### src/rtl/lif_pkg.sv
// Shared types for the LIF scheduler: FSM state encoding, default width and potential type.
// Build option LIF_SAT_ADD_EN (see lif_update_unit) selects a saturating membrane add.
package lif_pkg;

    localparam int LIF_Q = 32;

    typedef logic [LIF_Q-1:0] lif_pot_t;

    typedef enum logic [1:0] {
        IDLE,
        RUN,
        EMIT,
        DONE
    } lif_sched_state_e;

endpackage

### src/rtl/lif_update_unit.sv
// Combinational leaky-integrate-and-fire update for one neuron: add, strict threshold compare, reset mux.
// Defining LIF_SAT_ADD_EN clamps the sum at all-ones on carry-out; otherwise the add wraps.
module lif_update_unit
    import lif_pkg::*;
#(
    parameter int Q = LIF_Q
) (
    input  logic [Q-1:0] v,
    input  logic [Q-1:0] in_data,
    input  logic [Q-1:0] threshold,
    output logic [Q-1:0] next_v,
    output logic         spike
);

    logic [Q-1:0] sum;

`ifdef LIF_SAT_ADD_EN
    logic [Q:0] wide_sum;

    assign wide_sum = {1'b0, v} + {1'b0, in_data};
    assign sum      = wide_sum[Q] ? '1 : wide_sum[Q-1:0];
`else
    assign sum = v + in_data;
`endif

    assign spike  = (sum > threshold);
    assign next_v = spike ? '0 : sum;

endmodule

### src/rtl/lif_scheduler.sv
// Time-multiplexes one LIF update unit over N neurons for T steps, one spike vector per step.
// Honours build option LIF_SAT_ADD_EN through the instantiated lif_update_unit.
module lif_scheduler
    import lif_pkg::*;
#(
    parameter int T = 4,
    parameter int Q = LIF_Q,
    parameter int N = 16
) (
    input  logic                               clk,
    input  logic                               rst_n,
    input  logic                               start,
    input  logic [Q-1:0]                       threshold,
    input  logic                               in_valid,
    output logic                               in_ready,
    input  logic [Q-1:0]                       in_data,
    output logic                               out_valid,
    input  logic                               out_ready,
    output logic [N-1:0]                       out_spikes,
    output logic [((T > 1) ? $clog2(T) : 1)-1:0] out_t,
    output logic                               busy,
    output logic                               done
);

    localparam int TW = (T > 1) ? $clog2(T) : 1;
    localparam int NW = (N > 1) ? $clog2(N) : 1;

    lif_sched_state_e state, next_state;

    logic [NW-1:0] n;
    logic [TW-1:0] t;
    logic [Q-1:0]  thr;
    logic [Q-1:0]  pot [N];
    logic [N-1:0]  spikes;

    logic [Q-1:0]  cur_v;
    logic [Q-1:0]  next_v;
    logic          spike;
    logic          last_n;
    logic          last_t;

    assign cur_v  = pot[n];
    assign last_n = (n == NW'(N - 1));
    assign last_t = (t == TW'(T - 1));

    lif_update_unit #(.Q(Q)) u_update (
        .v         (cur_v),
        .in_data   (in_data),
        .threshold (thr),
        .next_v    (next_v),
        .spike     (spike)
    );

    always_ff @(posedge clk) begin
        if (!rst_n) begin
            state <= IDLE;
        end else begin
            state <= next_state;
        end
    end

    always_comb begin
        next_state = state;
        case (state)
            IDLE: if (start) next_state = RUN;
            RUN:  if (in_valid && last_n) next_state = EMIT;
            EMIT: if (out_ready) next_state = last_t ? DONE : RUN;
            DONE: next_state = IDLE;
            default: next_state = IDLE;
        endcase
    end

    // Handshake flags depend on the registered state only, never on inputs.
    always_comb begin
        in_ready  = 1'b0;
        out_valid = 1'b0;
        busy      = 1'b0;
        done      = 1'b0;
        case (state)
            RUN: begin
                in_ready = 1'b1;
                busy     = 1'b1;
            end
            EMIT: begin
                out_valid = 1'b1;
                busy      = 1'b1;
            end
            DONE: begin
                done = 1'b1;
                busy = 1'b1;
            end
            default: ;
        endcase
    end

    always_ff @(posedge clk) begin
        if (!rst_n) begin
            n      <= '0;
            t      <= '0;
            thr    <= '0;
            spikes <= '0;
            for (int i = 0; i < N; i++) pot[i] <= '0;
        end else begin
            case (state)
                IDLE: begin
                    if (start) begin
                        thr    <= threshold;
                        spikes <= '0;
                        n      <= '0;
                        t      <= '0;
                        for (int i = 0; i < N; i++) pot[i] <= '0;
                    end
                end
                RUN: begin
                    if (in_valid) begin
                        pot[n]    <= next_v;
                        spikes[n] <= spike;
                        n         <= last_n ? '0 : n + 1'b1;
                    end
                end
                EMIT: begin
                    // The final step keeps t so out_t still names it while DONE is shown.
                    if (out_ready && !last_t) begin
                        t      <= t + 1'b1;
                        n      <= '0;
                        spikes <= '0;
                    end
                end
                default: ;
            endcase
        end
    end

    assign out_spikes = spikes;
    assign out_t      = t;

endmodule

### config.mk
export PLATFORM = sky130hd
export DESIGN_NAME = lif_scheduler
export DESIGN_NICKNAME = d
export VERILOG_FILES = /design/src/rtl/lif_pkg.sv /design/src/rtl/lif_update_unit.sv /design/src/rtl/lif_scheduler.sv
export SDC_FILE = /design/constraint.sdc
export NUM_CORES = 1
export LEC_CHECK = 0
export BUFFER_PORTS_ARGS = -buffer_cell sky130_fd_sc_hd__buf_2
export CAP_MARGIN = 20
export CELL_PAD_IN_SITES_DETAIL_PLACEMENT = 1
export CELL_PAD_IN_SITES_GLOBAL_PLACEMENT = 2
export CORE_ASPECT_RATIO = 0.9
export CORE_MARGIN = 10
export CORE_UTILIZATION = 45
export DETAILED_ROUTE_END_ITERATION = 16
export PLACE_DENSITY = 0.87
export SLEW_MARGIN = 25
export SYNTH_ARGS = -nofsm -noshare
export SYNTH_HDL_FRONTEND = slang
export SYNTH_HIERARCHICAL = 1
export SYNTH_SLANG_ARGS = --single-unit
### constraint.sdc
create_clock -name clk -period 6.29 [get_ports clk]
set_input_delay 1.258 -clock clk [delete_from_list [all_inputs] [get_ports clk]]
set_output_delay 1.258 -clock clk [all_outputs]
set_load 0.01 [all_outputs]
* After elaboration in Yosys (flattened, before gate mapping)
Memory sizes are Yosys's and may differ from the RTL's. A register that Yosys moved wholly into a read port is not among the register bits. Cells that the tools add are included.
Word-level totals: bits in registers 56, RAM bits 512, bits of input ports 69, logic and storage cells 106, memories kept 1
Memories:
- pot | words 16, width 32, read ports 1, clocked after Yosys merged registers in 1, wr ports 16, RTL line lif_scheduler.sv:33 | logic [Q-1:0] pot [N];
Operators by class: $add $sub $neg 3, magnitude comparators 3, equal/unequal tests 10, mux-type cells 55, bitwise operators 16, reduce and logical (&&, ||, !) cells 13
Operators by type and width (count):
- 32-bit 2-to-1 mux | 18
- 16-bit 2-to-1 mux | 3
- 16-bit one-hot mux with 3 select lines | 1
- 32-bit adder | 1
- 32-bit greater-than comparator | 1
- 32-bit OR reduction | 1
- 4-bit 2-to-1 mux | 7
- 16-bit bitwise mux | 1
- 1-bit OR | 16
- 1-bit 2-to-1 mux | 15
- 2-bit 2-to-1 mux | 6
- 4-bit one-hot mux with 3 select lines | 1
- 2-bit != test (second input constant) | 5
- 2-bit one-hot mux with 4 select lines | 1
- 2-bit == test (second input constant) | 3
- 3-bit AND reduction | 2
- 4-bit by 5-bit < comparator with 1-bit output (second input constant) | 1
- 4-bit by 1-bit adder with 4-bit output (second input constant) | 1
- 1-bit demux with 4-bit select | 1
- 4-bit == test (second input constant) | 1
- 4-bit by 1-bit >= comparator with 1-bit output (second input constant) | 1
- 2-bit one-hot mux with 2 select lines | 1
- 4-bit AND reduction | 1
- 1-bit logical AND | 3
- 8 further kinds | 8

* Longest topological paths before layout
Gate-level depths: netlist of run 1.
word-level depth 7, gate-level depth with buffers 28, depth with buffers taken out 23

* Hierarchy
Netlist of run 1, hierarchy kept.
Modules (own cells, without submodules):
- lif_scheduler | instances 1, cells each 1734, area each 25678.4 µm²
- lif_update_unit | instances 1, cells each 369, area each 2658.8 µm²

* Least setup slack after synthesis of run 1
No wires, ideal clock.
path type reg2reg, start register (tool-made name), end register spikes[5], in the netlist out_spikes[5], arrival 5334 ps, data required time 6214 ps, setup slack 881 ps, stages on the path, launching flop included 26, path buffers 5, clock period less this slack 5409 ps, path through dfxtp_1 > buf_2 > buf_4 > mux4_2 > a22oi_1 > nand2_1 > ha_1 > a21o_1 > a21o_1 > a221o_1 > a21o_1 > a21oi_2 > o21ai_1 > xnor2_2 > ha_1 > nand4_1 > or4_1 > o211ai_1 > a21oi_1 > nor2_1 > buf_4 > and3_1 > buf_2 > buf_2 > nand3_1 > a21boi_0
RTL lines:
- end signal, assigned by index | RTL line lif_scheduler.sv:117 | spikes[n] <= spike;
- end, declared | RTL line lif_scheduler.sv:34 | logic [N-1:0] spikes;

==> metrics.cfg, run 1 <==
[floorplanning]
dieArea_mm2 = 0.0734
core_area_mm2 = 0.0625
initial_core_util = 0.454
num_io_pins = 91
die_h_um = 258
chipWidth_um = 285
rows = 87

[grt]
grt_pass1_wl_mm = 132
overflow = 0
antenna_found_initial = 2
grt_pass1_vias = 19915
grtUsageTotal = 0.241
grt_max_degree = 90

[sta]
max_slew.worst_pin.slew_ps = 1030
setup_violations = 0
slew_violations = 0
finalClockSkew_ps = 23.5
finalCritPeriodShare = 0.978
period_minus_slack_ps = 6150
hold_viol = 0
tns_ps = 0
slew_headroom = 0.311
rsz0062_at_grt = yes
max_freq_ghz = 0.163

[detailed_routing]
wl_mm = 91.7
ant_nets = 0
viasPerCell = 6.03
drt_iter0_drc = 2363
drc_errors = 0
avgRoutedWirePerCell_um = 29.4
vias = 18818
firstDrtPassIters = 5

[layout]
final_util = 0.532
regArea_mm2 = 0.0166
multi_input_area_mm2 = 0.0113
drive_above_1_share = 0.263
n_fill_cell = 6206
fin_area_mm2 = 0.0332
n_antenna_cell = 0
syn2layout_area_growth_pct = 17.3
fin_nets = 2367

[synthesis]
synth_cell_type_count = 71
syn-num-nets = 2241
syn_area_per_cell_um2 = 13.5
synthArstFlopShare = 0
synth_edf_count = 512
synthCells = 2103
synthesis.area_mm2 = 0.0283
yosysSeqAreaShare = 0.585
synth_top_flop_cell = edfxtp_1
ys_seq_elements = 572
synth.area.top_cells = edfxtp_1, mux4_2, and2_1, dfxtp_1, and3_1
yosysTopAreaCellShare = 0.543
yosysTopAreaCell = edfxtp_1
yosys_warnings = 6

[critical_path]
max_stage_delay_ps = 580
crit_path_start_kind = flop
crit_arrival_ps = 6520
critPathRequiredTime_ps = 6660
cp-end-kind = flop
critPathTopFamily = simple AND/OR/NAND/NOR gates
critical_path_class = reg -> reg
cp_num_buf_inv = 7
cp_slowest_cell = or4_1
path_max_fanout = 16

[cts]
clock_latency_ps = 640
cts_tree = yes
clkTransAtPathRegs_ps = 60
cts-buffers-inserted = 57
cts_sinks = 572
h-tree-depth = 2
cts-root-buf = clkbuf_16
clockBufferDepth = 3

[placement]
hpwl_mm = 56.2
gp_congestion = 0.917
portBuffers = 90
placed_area_mm2 = 0.0303

[power_and_ir_drop]
ir_worst_vdd_v = 0.000248
power_uw = 11000
power.density_mw_per_mm2 = 331
p_leak_uw = 0.0130

[outcome]
status = finished clean

[hold_path]
hold_class = reg -> reg

[flow_run]
maxCapViolCount = 0

-- Yosys cell counts (all sizes together) (4+ instances only) --
library cell	n
o21bai	6
nand4	10
nand3	19
nand2b	8
a211oi	4
and3	138
nor3	7
nor2b	41
xor2	11
clkbuf	126
o21ai	54
xnor2	17
a22oi	65
a21o	24
buf	53
ha	68
nor2	41
and2	389
edfxtp	512
mux4	128
nand2	126
dfxtp	60
o21a	10
a21boi	51
a21oi	54
inv	46
-- cell usage in the layout (no fill, tap or decap), drive strengths merged, types with 8 or more instances in the layout --
cell type,Yosys,layout
edfxtp,512,512
and2,389,389
buf,53,241
and3,138,138
mux4,128,128
nand2,126,126
ha,68,68
clkbuf,126,67
a22oi,65,65
dfxtp,60,60
a21oi,54,54
o21ai,54,54
a21boi,51,51
inv,46,48
nor2,41,41
nor2b,41,41
a21o,24,24
clkinv,0,23
nand3,19,19
xnor2,17,17
bufinv,0,13
xor2,11,11
o21a,10,10
nand4,10,10
nand2b,8,8
-- cell families (layout without fill, tap and decap cells) --
| family | Yosys count | after routing | share of synthesized area |
|---|---|---|---|
| AO/OA/AOI/OAI | 287 | 287 | 0.0685 |
| AND/OR/NAND/NOR | 792 | 792 | 0.167 |
| buffers and inverters | 225 | 398 | 0.0374 |
| adder cells (fa/ha/maj) | 69 | 69 | 0.0307 |
| flip-flops | 572 | 572 | 0.585 |
| multiplexers | 130 | 130 | 0.102 |
| XOR/XNOR | 28 | 28 | 0.00918 |
-- registers in the layout (all words and copies together), names as in the netlist, named ones only --
register / flops
n: 4
out_spikes: 16
out_t: 2
pot: 512
state: 2
thr: 32
-- area by class of cell --
type / instances / share of cell area
clock buffer: 62 / 0.0435
inverter: 46 / 0.00519
multi-input combinational: 1306 / 0.340
timing repair buffer: 246 / 0.0633
clock inverter: 44 / 0.0174
tap: 845 / 0.0318
sequential: 572 / 0.499
-- stage by stage --
stage	instances	hold slack [ps]	setup WS, ps
finish	3121	469	140
global route	3121	492	-70.5
CTS	3099	468	-108
detailed placement	2985	459	-479
global placement	2980	456	-325
floorplan	2103	443	881
-- repair_timing --
action / in CTS / in global routing
buffers inserted: 8 / 14
setup endpoints to repair: 527 / 527
cloned: 0 / 4
resized for setup: 40 / 91
pin swaps: 1 / 11
hold buffers: 0 / 0
-- routing by layer --
layer / up-vias / GRT usage / part of all wire
li1: 7994 / - / -
met1: 9787 / 0.310 / 0.40
met2: 865 / 0.390 / 0.47
met3: 172 / 0.0532 / 0.083
met4: 0 / 0.101 / 0.045
met5: - / 0 / 0
-- where the power goes --
part	total (µW)	internal [µW]	leakage [µW]	switching, µW
clock	3760	2200	0.000972	1560
combinational	2730	1070	0.00597	1660
sequential	4500	4410	0.00602	90.5
total	11000	7680	0.0130	3310
-- path summary, 6_finish.rpt --
path,from,to,slack (ps),cells after the start
max,flop,pot[0][27]$_SDFFCE_PN0P_,140,26
min,thr[10]$_SDFFE_PN0P_,thr[10]$_SDFFE_PN0P_,470,2
min reg2reg,thr[10]$_SDFFE_PN0P_,thr[10]$_SDFFE_PN0P_,470,2
max reg2reg,flop,pot[0][27]$_SDFFCE_PN0P_,140,26
-- worst min-delay path: stages, from the launching register on --
cell      delay, ps
dfxtp_1         310
nand2_1          50
a21boi_0         60
Note: power is estimated with default switching activity, not from simulation.
==> inputs of run 2 (changes only) <==
- CAP_MARGIN: 20 -> 10
- PLACE_DENSITY: 0.87 -> 0.8
==> metrics.cfg, run 2 (synthesis results as in run 1) <==
[sta]
setup_ws_ps = 186
max_slew.worst_pin.slew_ps = 963
setup_violations = 0
hold_viol = 0
max_freq_ghz = 0.164
finalClockSkew_ps = 13.9
hold_ws_ps = 467
finalCritPeriodShare = 0.970
period_minus_slack_ps = 6100
slew_headroom = 0.358
slew_violations = 0

[detailed_routing]
ant_nets = 0
wl_mm = 89.4
drt_iter0_drc = 1692
avgRoutedWirePerCell_um = 28.5
viasPerCell = 5.89
vias = 18520
drc_errors = 0
firstDrtPassIters = 5

[cts]
cts-root-buf = clkbuf_16
cts_sinks = 572
h-tree-depth = 2
cts-buffers-inserted = 59
clkTransAtPathRegs_ps = 60
cts_hold_buf = 0
clockBufferDepth = 3
clock_latency_ps = 640
cts_tree = yes

[power_and_ir_drop]
power.density_mw_per_mm2 = 320
power_uw = 10600
ir_worst_vdd_v = 0.000224
p_leak_uw = 0.0130

[critical_path]
crit_arrival_ps = 6600
critical_path_class = reg -> reg
r2r-end = pot[15][14]$_SDFFCE_PN0P_
r2r_cells = 22
rrSetupSlack_ps = 190
crit_path_start_kind = flop
cp-end-kind = flop
path_max_fanout = 16
critPathRequiredTime_ps = 6790

[grt]
grt_pass1_vias = 19883
use_met2 = 0.409
grtUsageTotal = 0.239
antenna_found_initial = 4
met3_usage = 0.0376
grt-busiest-layer = met2
grtUsageMet1 = 0.301
grt_max_degree = 95
overflow = 0
grt_pass1_wl_mm = 131

[layout]
largest_register_ffs = 512
fin_area_mm2 = 0.0331
drive_above_1_share = 0.253
n_fill_cell = 6228
fin_nets = 2388
final_common_cell = edfxtp_1
top_register = pot
syn2layout_area_growth_pct = 16.9
layout_common_cells = edfxtp_1, and2_1, and3_1

[floorplanning]
num_io_pins = 91
die_h_um = 258
rows = 87
dieArea_mm2 = 0.0734
initial_core_util = 0.454
chipWidth_um = 285
core_area_mm2 = 0.0625

[outcome]
status = finished clean

[hold_path]
worstHoldStart = thr[27]$_SDFFE_PN0P_
hold_end = thr[27]$_SDFFE_PN0P_
hold_class = reg -> reg
min_path_cells = 2

[placement]
hpwl_mm = 56.3
placed_area_mm2 = 0.0307
pre_cts_ws_ps = -318
portBuffers = 90
gp_congestion = 0.877

[flow_run]
maxCapViolCount = 0

## run 2: cell count changes in the layout (fill, tap and decap cells not counted), moves of 7 or more
cell	change
clkbuf_1	+14
buf_4	+13
ha_1	+7
bufinv_16	-8
a21boi_1	-7
a21boi_0	+8
## run 2: worst max-delay path by stage
| stage | end | slack (ps) |
|---|---|---|
| after floorplan | out_spikes[5]$_SDFFE_PN0P_ | 880 |
| after global placement | pot[15][9]$_SDFFCE_PN0P_ | -270 |
| after detailed placement | pot[13][3]$_SDFFCE_PN0P_ | -320 |
| after CTS | out_spikes[5]$_SDFFE_PN0P_ | -4 |
| after global routing | out_spikes[11]$_SDFFE_PN0P_ | -40 |
| final | pot[15][14]$_SDFFCE_PN0P_ | 190 |
## run 2: power breakdown
part	internal [µW]	switching, µW
Combinational	1050	1600
Sequential	4410	81.8
Clock	1950	1510
## run 2: timing repair
item                                    4_1_cts  5_1_grt
endpoints found under the hold margin         0        0
endpoints found under the setup margin      271      527
gates resized for setup                      28       46
buffers inserted                              5        8
pin swaps                                     1        6
gates cloned                                  1        2
## run 2: cell type report
cell class                      instances  area [µm²]  area share
Tap cell                              845        1060      0.0319
Antenna cell                            2        5.00    0.000151
Clock inverter                         27         277     0.00834
Clock buffer                           80        1580      0.0475
Timing Repair Buffer                  265        2340      0.0706
Inverter                               46         173     0.00521
Sequential cell                       572       16600       0.500
Multi-Input combinational cell       1306       11100       0.336
## run 2: through the flow
| step | util | setup TNS (ps) | instances |
|---|---|---|---|
| 6_report | 0.530 | 0 | 3143 |
| 5_1_grt | 0.530 | -178 | 3141 |
| 4_1_cts | 0.525 | -4.40 | 3130 |
| 3_5_place_dp | 0.492 | -41860 | 3017 |
| 3_3_place_gp | 0.488 | -18220 | 3008 |
| 2_1_floorplan | - | 0 | 2103 |
## run 2: worst max-delay path: stages (launching register included)
cell,delay [ps]
dfxtp_4,380
buf_12,160
buf_12,120
buf_16,160
mux4_2,520
a22oi_2,250
nand2_1,120
ha_1,300
a21o_1,210
a21o_1,210
a221o_1,350
a21o_2,250
buf_4,160
a211oi_2,280
xnor2_2,160
ha_1,340
nand4_1,230
nor4_1,440
and3_1,290
nor2_2,80
buf_12,150
nor2b_2,520
and3_1,260
## run 2: metal layers
| layer | vias up | share of wire |
|---|---|---|
| li1 | 8042 | - |
| met1 | 9634 | 0.40 |
| met2 | 686 | 0.50 |
| met3 | 158 | 0.063 |
| met4 | 0 | 0.037 |
| met5 | - | 0 |
==> inputs of run 3 (changes only) <==
- CORE_UTILIZATION: 45 -> 49
- PLACE_DENSITY: 0.8 -> 0.86
- clock period: 6.29 -> 7.8 ns (I/O delays scaled with it)
==> metrics.cfg, run 3 (synthesis results as in run 1) <==
[grt]
grt_pass1_vias = 19097
grt_max_degree = 102
antenna_found_initial = 4
grtUsageTotal = 0.252
grt_pass1_wl_mm = 126
overflow = 0

[detailed_routing]
wl_mm = 85.8
viasPerCell = 6.13
avgRoutedWirePerCell_um = 29.1
vias = 18069
drt_iter0_drc = 1988
firstDrtPassIters = 5
ant_nets = 0
drc_errors = 0

[cts]
cts_sinks = 572
cts_tree = yes
h-tree-depth = 2
post_cts_buffers = 0
cts-root-buf = clkbuf_16
clkTransAtPathRegs_ps = 60
clock_latency_ps = 640
cts-buffers-inserted = 59
clockBufferDepth = 3
cts_resized = 0
cts_hold_buf = 0

[sta]
max_slew.worst_pin.slew_ps = 1050
hold_viol = 0
finalClockSkew_ps = 24.1
tns_ps = 0
slew_violations = 0
setup_violations = 0
rsz0062_at_grt = no
max_freq_ghz = 0.136
finalCritPeriodShare = 0.945
period_minus_slack_ps = 7370
slew_headroom = 0.300
setup_ws_ps = 426

[flow_run]
maxCapViolCount = 0

[critical_path]
worstPathCellList = buf_4, buf_12, mux4_2, a22oi_1, nand2_1, ha_1, a21o_1, a21o_1, a21oi_1, o21ai_0, a21oi_2, o21ai_1, xnor2_1, ha_1, a21o_1, a21o_1, a21oi_1, o211ai_1, a21oi_1, nor2_4, buf_16, nor2b_1, and3_1
path_max_fanout = 40
critical_path_class = reg -> reg
cp_slowest_cell = nor2b_1
critPathRequiredTime_ps = 8290
max_stage_delay_ps = 810
crit_arrival_ps = 7860
crit_path_start_kind = flop
cp_num_buf_inv = 3
critPathTopFamily = compound AO/OA/AOI/OAI gates
path_common_cell = a21o_1
cp-end-kind = flop

[layout]
largest_register_ffs = 512
syn2layout_area_growth_pct = 11.8
regArea_mm2 = 0.0166
top_register = pot
n_fill_cell = 5560
multi_input_area_mm2 = 0.0109
fin_nets = 2276
drive_above_1_share = 0.198
layout_common_cells = edfxtp_1, and2_1, and3_1
final_common_cell = edfxtp_1
fin_area_mm2 = 0.0317

[floorplanning]
dieArea_mm2 = 0.0679
core_area_mm2 = 0.0571
die_h_um = 248
num_io_pins = 91
chipWidth_um = 273
rows = 83
initial_core_util = 0.496

[power_and_ir_drop]
switching_share = 0.302
clock_power_share = 0.342
power.density_mw_per_mm2 = 260
p_switching_uw = 2480
p_comb_frac = 0.217
ir_worst_vdd_v = 0.000195
power.internal_uw = 5750
power_frac_seq = 0.441
p_leak_uw = 0.0123

[outcome]
status = finished clean

[placement]
pre_cts_ws_ps = 218
hpwl_mm = 51.4
placed_area_mm2 = 0.0297
portBuffers = 90
gp_congestion = 0.878

[hold_path]
worstHoldStart = thr[5]$_SDFFE_PN0P_
hold_class = reg -> reg

run 3: final timing paths:
| path | slack, ps | depth (start not counted) | end |
|---|---|---|---|
| max | 430 | 23 | pot[15][26]$_SDFFCE_PN0P_ |
| min | 470 | 2 | thr[5]$_SDFFE_PN0P_ |
| max reg2reg | 430 | 23 | pot[15][26]$_SDFFCE_PN0P_ |
| min reg2reg | 470 | 2 | thr[5]$_SDFFE_PN0P_ |
run 3: power by group through the flow:
stage / clock network [µW] / registers, µW / logic [µW]
floorplan: 0 / 3670 / 1120
global placement: 0 / 3680 / 1680
detailed placement: 0 / 3700 / 1740
CTS: 2840 / 3630 / 1750
global route: 2960 / 3650 / 1930
finish: 2810 / 3630 / 1790
run 3: cell type report:
type                    count  area share
flip-flops and latches    572       0.523
multi-input cells        1306       0.344
clock buffers              75      0.0485
repair buffers            153      0.0375
well taps                 765      0.0302
clock inverters            32      0.0109
inverters                  46     0.00545
diodes                      1   0.0000790
run 3: per-layer routing:
layer  wire [µm]  GRT usage
met1       34300      0.331
met2       42800      0.430
met3        5950     0.0350
met4        2820     0.0817
met5           0          0
run 3: through the flow:
stage,power (µW),instances,hold WS [ps],utilization
after floorplan,4790,2103,443,-
after global placement,5350,2833,459,0.517
after detailed placement,5430,2838,463,0.519
after CTS,8220,2945,470,0.552
after global routing,8540,2949,484,0.555
final,8230,2950,466,0.555
run 3: worst reg2reg max path, delay by kind of cell (launching register included):
family                   cells  cell delay, ps
adder cells (fa/ha/maj)      2             700
XOR/XNOR                     1             260
AO/OA/AOI/OAI               12            2810
buffers and inverters        3             900
multiplexers                 1             580
flip-flops                   1             490
AND/OR/NAND/NOR              4            1510
